===== config.mk =====
export PLATFORM = sky130hd
export DESIGN_NAME = imu_bias_filter
export DESIGN_NICKNAME = d
export VERILOG_FILES = /design/src/rtl/imu_bias_filter.sv
export SDC_FILE = /design/constraint.sdc
export NUM_CORES = 1
export LEC_CHECK = 0
export CORE_MARGIN = 2
export CORE_UTILIZATION = 24
export DETAILED_ROUTE_END_ITERATION = 10
export PLACE_DENSITY = 0.45
export SETUP_SLACK_MARGIN = 0.3
export SKIP_CTS_REPAIR_TIMING = 1
export SLEW_MARGIN = 20
export SYNTH_ARGS = -nofsm -noshare
export SYNTH_HDL_FRONTEND = slang
export SYNTH_SLANG_ARGS = --single-unit

===== constraint.sdc =====
create_clock -name c50m -period 15.95 [get_ports c50m]
set_input_delay 3.19 -clock c50m [delete_from_list [all_inputs] [get_ports c50m]]
set_output_delay 3.19 -clock c50m [all_outputs]
set_load 0.005 [all_outputs]

===== src/rtl/imu_bias_filter.sv =====
// Gyro zero-rate bias calibration, bias subtraction and six-axis low-pass filter for the IMU front end.
// Define IMU_IIR_EN for the first-order IIR; otherwise the filter stage is a plain register.
module imu_bias_filter #(
  parameter int WIDTH       = 18,
  parameter int CAL_LOG2    = 6,
  parameter int ALPHA_SHIFT = 3
) (
  input  logic                    c50m,
  input  logic                    reset,
  input  logic signed [WIDTH-1:0] AccelX,
  input  logic signed [WIDTH-1:0] AccelY,
  input  logic signed [WIDTH-1:0] AccelZ,
  input  logic signed [WIDTH-1:0] GyroX,
  input  logic signed [WIDTH-1:0] GyroY,
  input  logic signed [WIDTH-1:0] GyroZ,
  input  logic                    DataValid,
  input  logic                    Recal,
  output logic signed [WIDTH-1:0] FiltAccelX,
  output logic signed [WIDTH-1:0] FiltAccelY,
  output logic signed [WIDTH-1:0] FiltAccelZ,
  output logic signed [WIDTH-1:0] FiltGyroX,
  output logic signed [WIDTH-1:0] FiltGyroY,
  output logic signed [WIDTH-1:0] FiltGyroZ,
  output logic                    FiltValid,
  output logic                    Calibrated
);

  // state  | meaning
  // ST_CAL | accumulating gyro samples over the calibration window, no output
  // ST_RUN | bias-corrected samples flow through stage and filter registers

  localparam int AW = WIDTH + CAL_LOG2;

  typedef enum logic {ST_CAL, ST_RUN} state_t;

  state_t                  r_state;
  logic                    r_dv_q;
  logic [CAL_LOG2-1:0]     r_cal_cnt;
  logic signed [AW-1:0]    r_acc  [3];
  logic signed [WIDTH-1:0] r_bias [3];
  logic signed [WIDTH-1:0] r_stg  [6];
  logic                    r_stg_vld;
  logic signed [WIDTH-1:0] r_y    [6];
`ifdef IMU_IIR_EN
  logic                    r_seed;
`endif

  logic                    w_accept;
  logic signed [WIDTH-1:0] w_x       [6];
  logic signed [AW-1:0]    w_acc_nxt [3];

  assign w_accept = DataValid & ~r_dv_q;

  // axis order: accel X/Y/Z at 0..2, gyro X/Y/Z at 3..5
  assign w_x[0] = AccelX;
  assign w_x[1] = AccelY;
  assign w_x[2] = AccelZ;
  assign w_x[3] = GyroX;
  assign w_x[4] = GyroY;
  assign w_x[5] = GyroZ;

  always_comb begin
    for (int i = 0; i < 3; i++) begin
      w_acc_nxt[i] = r_acc[i] + AW'(w_x[3+i]);
    end
  end

  assign FiltAccelX = r_y[0];
  assign FiltAccelY = r_y[1];
  assign FiltAccelZ = r_y[2];
  assign FiltGyroX  = r_y[3];
  assign FiltGyroY  = r_y[4];
  assign FiltGyroZ  = r_y[5];

  function automatic logic signed [WIDTH-1:0] sat_sub(input logic signed [WIDTH-1:0] a,
                                                      input logic signed [WIDTH-1:0] b);
    logic signed [WIDTH:0] d;
    d = {a[WIDTH-1], a} - {b[WIDTH-1], b};
    if (d[WIDTH] != d[WIDTH-1]) begin
      return d[WIDTH] ? {1'b1, {(WIDTH-1){1'b0}}} : {1'b0, {(WIDTH-1){1'b1}}};
    end
    return d[WIDTH-1:0];
  endfunction

`ifdef IMU_IIR_EN
  // y moves toward x by a fraction; the sum stays between x and y so WIDTH bits always suffice
  function automatic logic signed [WIDTH-1:0] iir_step(input logic signed [WIDTH-1:0] y,
                                                       input logic signed [WIDTH-1:0] x);
    logic signed [WIDTH:0] d;
    logic signed [WIDTH:0] s;
    d = {x[WIDTH-1], x} - {y[WIDTH-1], y};
    s = {y[WIDTH-1], y} + (d >>> ALPHA_SHIFT);
    return s[WIDTH-1:0];
  endfunction
`endif

  always_ff @(posedge c50m) begin
    if (reset) begin
      r_state    <= ST_CAL;
      r_dv_q     <= 1'b0;
      r_cal_cnt  <= '1;
      r_stg_vld  <= 1'b0;
      FiltValid  <= 1'b0;
      Calibrated <= 1'b0;
`ifdef IMU_IIR_EN
      r_seed     <= 1'b1;
`endif
      for (int i = 0; i < 3; i++) begin
        r_acc[i]  <= '0;
        r_bias[i] <= '0;
      end
      for (int i = 0; i < 6; i++) begin
        r_stg[i] <= '0;
        r_y[i]   <= '0;
      end
    end else begin
      r_dv_q    <= DataValid;
      FiltValid <= 1'b0;
      r_stg_vld <= 1'b0;
      if (Recal) begin
        // clearing r_stg_vld here squashes any sample already in the stage register
        r_state    <= ST_CAL;
        Calibrated <= 1'b0;
        r_cal_cnt  <= '1;
`ifdef IMU_IIR_EN
        r_seed     <= 1'b1;
`endif
        for (int i = 0; i < 3; i++) r_acc[i] <= '0;
      end else if (r_state == ST_CAL) begin
        if (w_accept) begin
          if (r_cal_cnt == '0) begin
            for (int i = 0; i < 3; i++) begin
              r_bias[i] <= WIDTH'(w_acc_nxt[i] >>> CAL_LOG2);
              r_acc[i]  <= '0;
            end
            r_cal_cnt  <= '1;
            r_state    <= ST_RUN;
            Calibrated <= 1'b1;
          end else begin
            for (int i = 0; i < 3; i++) r_acc[i] <= w_acc_nxt[i];
            r_cal_cnt <= r_cal_cnt - CAL_LOG2'(1);
          end
        end
      end else begin
        if (w_accept) begin
          for (int i = 0; i < 3; i++) begin
            r_stg[i]   <= w_x[i];
            r_stg[3+i] <= sat_sub(w_x[3+i], r_bias[i]);
          end
          r_stg_vld <= 1'b1;
        end
        if (r_stg_vld) begin
`ifdef IMU_IIR_EN
          for (int i = 0; i < 6; i++) begin
            r_y[i] <= r_seed ? r_stg[i] : iir_step(r_y[i], r_stg[i]);
          end
          r_seed <= 1'b0;
`else
          for (int i = 0; i < 6; i++) r_y[i] <= r_stg[i];
`endif
          FiltValid <= 1'b1;
        end
      end
    end
  end

endmodule


== Word level (Yosys, flattened, before mapping) ==
Memory sizes are Yosys's and may differ from the RTL's.
Index checks and enable logic that the tools add are counted.
W data, S select, Z words.

* Register bits: 11
* Memory bits (writable): 342
* Logic and storage cells: 140
* Bits of input ports: 112
* Output and inout port bits: 110
* Memories kept: 4

{| class="wikitable"
|+ Memories
! memory !! words !! width !! read ports !! clocked after Yosys merged registers in !! wr ports !! RTL line !! RTL
|-
| r_stg || 6 || 18 || 6 || 0 || 6 || 41 || <nowiki>logic signed [WIDTH-1:0] r_stg [6];</nowiki>
|-
| r_y || 6 || 18 || 6 || 0 || 6 || 43 || <nowiki>logic signed [WIDTH-1:0] r_y [6];</nowiki>
|-
| r_acc || 3 || 24 || 3 || 0 || 3 || 39 || <nowiki>logic signed [AW-1:0] r_acc [3];</nowiki>
|-
| r_bias || 3 || 18 || 3 || 0 || 3 || 40 || <nowiki>logic signed [WIDTH-1:0] r_bias [3];</nowiki>
|}

* Bitwise operators: 27
* Equal/unequal tests: 3
* Reduce and logical (&&, ||, !) cells: 4
* Add/subtract/negate cells: 7
* Mux-type cells: 89

{| class="wikitable"
|+ Operators with widths
! cell !! count
|-
| $mux W18 || 36
|-
| $mux W24 || 9
|-
| $add A24 B18 Y24 || 3
|-
| $sub A18 B18 Y19 || 3
|-
| $mux W1 || 43
|-
| $or A1 B1 Y1 || 24
|-
| $logic_not A6 Y1 || 1
|-
| $mux W6 || 1
|-
| $sub A6 B1 Y6 const B || 1
|-
| $ne A1 B1 Y1 || 3
|-
| $reduce_and A3 Y1 || 1
|-
| $not A1 Y1 || 2
|-
| $reduce_and A2 Y1 || 1
|-
| $reduce_or A2 Y1 || 1
|-
| $and A1 B1 Y1 || 1
|}

== Depth between registers and ports, before layout ==
* Word-level depth: 13
* Depth in mapped cells: 13
* Depth with buffers taken out: 12

== Worst setup path after synthesis ==
No wires, ideal clock.

* Path kind: input to register
* Start point: in DataValid
* End point: mem r_stg[0][0] (enable)
* Buffers on the path: 0
* Setup time: 0.724 ns
* Stages: 3
* Slack: 4.169 ns
* Arrival time: 11.057 ns
* Data required time: 15.226 ns
* Cell sequence: nor2b_1 -> nand2_1 -> o21ai_0

{| class="wikitable"
|+ RTL lines
! element !! RTL line !! RTL
|-
| start: declaration || 16 || <nowiki>input logic DataValid,</nowiki>
|-
| end: declaration || 41 ||
|}

==> results.json <==
{
  "leakage_nw": 9.23,
  "clk_root_buffer_cell": "clkbuf_16",
  "place_hpwl_um": 34800,
  "worst_slew_pin_slew_ns": 1.00,
  "drive_above_1_share_pct": 5.01,
  "peakVddDrop_v": 0.0000537,
  "yosys_warnings": 0,
  "grt_max_degree": 70,
  "track_usage_pct": 11.7,
  "firstDrtPassIters": 5,
  "grt_pass1_vias": 12800,
  "crit_type": "input pin to register",
  "start_kind": "input pin",
  "synth_top_area_cell": "edfxtp_1",
  "async_flop_share_pct": 0,
  "period_minus_slack_ns": 6.71,
  "cts_buffers": 45,
  "clkLatencyLatePin_ns": 0.58,
  "gp_congestion": 0.784,
  "syn_to_final_growth_pct": 26.3,
  "final_max_slew_viol_count": 0,
  "synth_edf_count": 342,
  "cellPowerDensity_mw_per_mm2": 103,
  "cts-htree-levels": 2,
  "cts_sinks": 353,
  "clkSlewWorstSetupHoldPaths_ns": 0.06,
  "utilization_pct": 30.6,
  "timing.hold.ws_ns": 0.479,
  "grt_antenna_before_repair": 3,
  "rows": 102,
  "portBuffers": 221,
  "status": "completed",
  "cp-endpoint": "r_stg[4][15]$_SDFFCE_PN0P_",
  "post_drt_via_cell_ratio": 4.34,
  "hold_path_class": "register to register",
  "wl_per_cell_um": 16.4,
  "vias": 12800,
  "fp.dieArea_mm2": 0.0802,
  "syn_area_mm2": 0.0187,
  "cp_max_fo": 60,
  "r2r_start": "r_acc[0][0]$_SDFFCE_PN0P_",
  "cp.arrival_ns": 7.09,
  "synth-main-ff-cell": "edfxtp_1",
  "cp-end-kind": "register",
  "slew_headroom_pct": 31.4,
  "r2r_cells": 11,
  "synth.top_cell.area_share_pct": 54.9,
  "cts_buffer_depth": 3,
  "initialDrtViolationCount": 677,
  "drtAntennaViolNets": 0,
  "worstPathRequired_ns": 16.34,
  "r2r-end": "r_bias[0][16]$_SDFFCE_PN0P_",
  "ys_top_cells_by_area": "edfxtp_1 55%, ha_1 8.4%, and2_1 5.9%, nor2_1 3.5%, xnor2_1 2.8%",
  "postSynthAreaPerCell_um2": 11.5,
  "fin_nets": 2109,
  "cts_tree": "built",
  "rsz0062_at_grt": "false",
  "finClkSkew_ns": 0.0114,
  "drc": 0,
  "drv_cap": 0,
  "hold_viol": 0,
  "rrSetupSlack_ns": 12.47,
  "ys_seq_area_share_pct": 56.0,
  "initial_core_util_pct": 24.2,
  "wl_um": 48100,
  "ys_seq_elements": 353,
  "yosysUniqueCellTypes": 59,
  "startpoint": "Recal",
  "tns_ns": 0,
  "die_h_um": 283,
  "setup_viol": 0,
  "max_freq_mhz": 149,
  "die_w_um": 283,
  "syn_nets": 1877,
  "fin_area_mm2": 0.0236,
  "grt_pass1_wl_um": 74100,
  "fin_crit_sh_pct": 42.0,
  "io_pins": 222,
  "grt-ovfl-total": 0,
  "syn_inst": 1634,
  "design.core.area_mm2": 0.0773,
  "placed_area_mm2": 0.0222
}
## logic make-up (layout without fill, tap and decap cells)
group	after synthesis	in the layout	share of synthesized area [%]
simple gates	546	546	14.8
compound gates	358	358	12.0
flops	353	353	56.0
fa+ha+maj	132	132	9.05
buf+inv	129	392	2.61
xor+xnor	116	116	5.43
other cells	0	3	0
## flip-flops by register name, summed over array words and instances, names as in the netlist
signal      cells
r_cal_cnt       6
FiltValid       1
r_stg_vld       1
r_acc          72
r_stg         108
r_y           108
Calibrated      1
r_dv_q          1
r_bias         54
r_state         1
## per-layer routing
layer / wire length, um / part of all wire, % / global-route usage (%)
met5: 26 / 0.054 / 0
met3: 2160 / 4.5 / 2.41
met1: 23100 / 48 / 15.9
met2: 21300 / 44 / 18.4
met4: 1520 / 3.2 / 4.30
## cell usage in the layout, fill, tap and decap left out, types with 4 or more instances in the layout
cell type,count
clkinv_1,8
dfxtp_1,11
o31a_1,4
o31ai_1,6
fa_1,6
xor2_1,56
bufinv_16,5
xnor2_1,60
o21bai_1,13
clkinv_2,5
o211ai_1,12
nand3_1,23
o21a_1,11
o21ai_1,7
a21oi_1,87
a21o_1,50
clkbuf_16,46
nor2b_1,22
or3_1,6
and2_1,178
nor3b_1,4
nor2_1,173
nor3_1,23
nand4_1,6
clkdlybuf4s50_1,221
inv_1,82
a21oi_2,6
edfxtp_1,342
a31oi_1,27
clkbuf_1,11
o21ai_0,101
nor4_1,4
ha_1,125
nand2b_1,11
buf_4,10
nand2_1,69
and3_1,12
## cell usage after synthesis (all sizes together), types with 11 or more instances
master / n
a21o: 50
a21oi: 93
a31oi: 27
and2: 178
and3: 12
clkbuf: 40
dfxtp: 11
edfxtp: 342
ha: 125
inv: 83
nand2: 70
nand2b: 11
nand3: 25
nor2: 174
nor2b: 22
nor3: 24
o211ai: 12
o21a: 11
o21ai: 111
o21bai: 13
xnor2: 60
xor2: 56
## how the worst min path moves through the flow
stage,from,to,slack [ns],depth (start not counted)
3_3_place_gp,Calibrated$_SDFFE_PP0P_,Calibrated$_SDFFE_PP0P_,0.47,1
5_1_grt,r_stg[0][13]$_SDFFCE_PN0P_,r_y[0][13]$_SDFFCE_PN0P_,0.53,1
2_1_floorplan,Calibrated$_SDFFE_PP0P_,Calibrated$_SDFFE_PP0P_,0.46,1
3_5_place_dp,Calibrated$_SDFFE_PP0P_,Calibrated$_SDFFE_PP0P_,0.48,1
6_report,Calibrated$_SDFFE_PP0P_,Calibrated$_SDFFE_PP0P_,0.48,1
4_1_cts,Calibrated$_SDFFE_PP0P_,Calibrated$_SDFFE_PP0P_,0.49,1
## worst max-delay path, cell delays in order
cell,delay [ns]
clkdlybuf4s50_1,0.63
nor2_1,0.54
nand3_1,0.76
inv_2,1.04
nand3_1,0.63
o21ai_0,0.28
## cell type report
class / count / area [um^2]
Fill cell: 7938 / 53700
Sequential cell: 353 / 10500
Multi-Input combinational cell: 1152 / 7800
Timing Repair Buffer: 231 / 2290
Tap cell: 1040 / 1300
Clock buffer: 57 / 1190
Inverter: 83 / 312
Clock inverter: 21 / 250
Antenna cell: 3 / 7.51
## metrics by stage
step / power, mW / instances / worst slack (ns)
6_report: 2.43 / 2940 / 9.24
5_1_grt: 2.55 / 2938 / 8.71
4_1_cts: 2.47 / 2937 / 9.13
3_5_place_dp: 1.43 / 2859 / 8.51
3_3_place_gp: 1.43 / 2859 / 8.64
2_1_floorplan: 1.32 / 1634 / 4.17
## power breakdown
group | switching [mW] | internal (mW) | leakage, nW
Sequential | 0.0116 | 1.05 | 3.68
Combinational | 0.197 | 0.151 | 4.85
Clock | 0.404 | 0.609 | 0.704
Total | 0.612 | 1.81 | 9.23
Power figures use the tool's default switching activity.
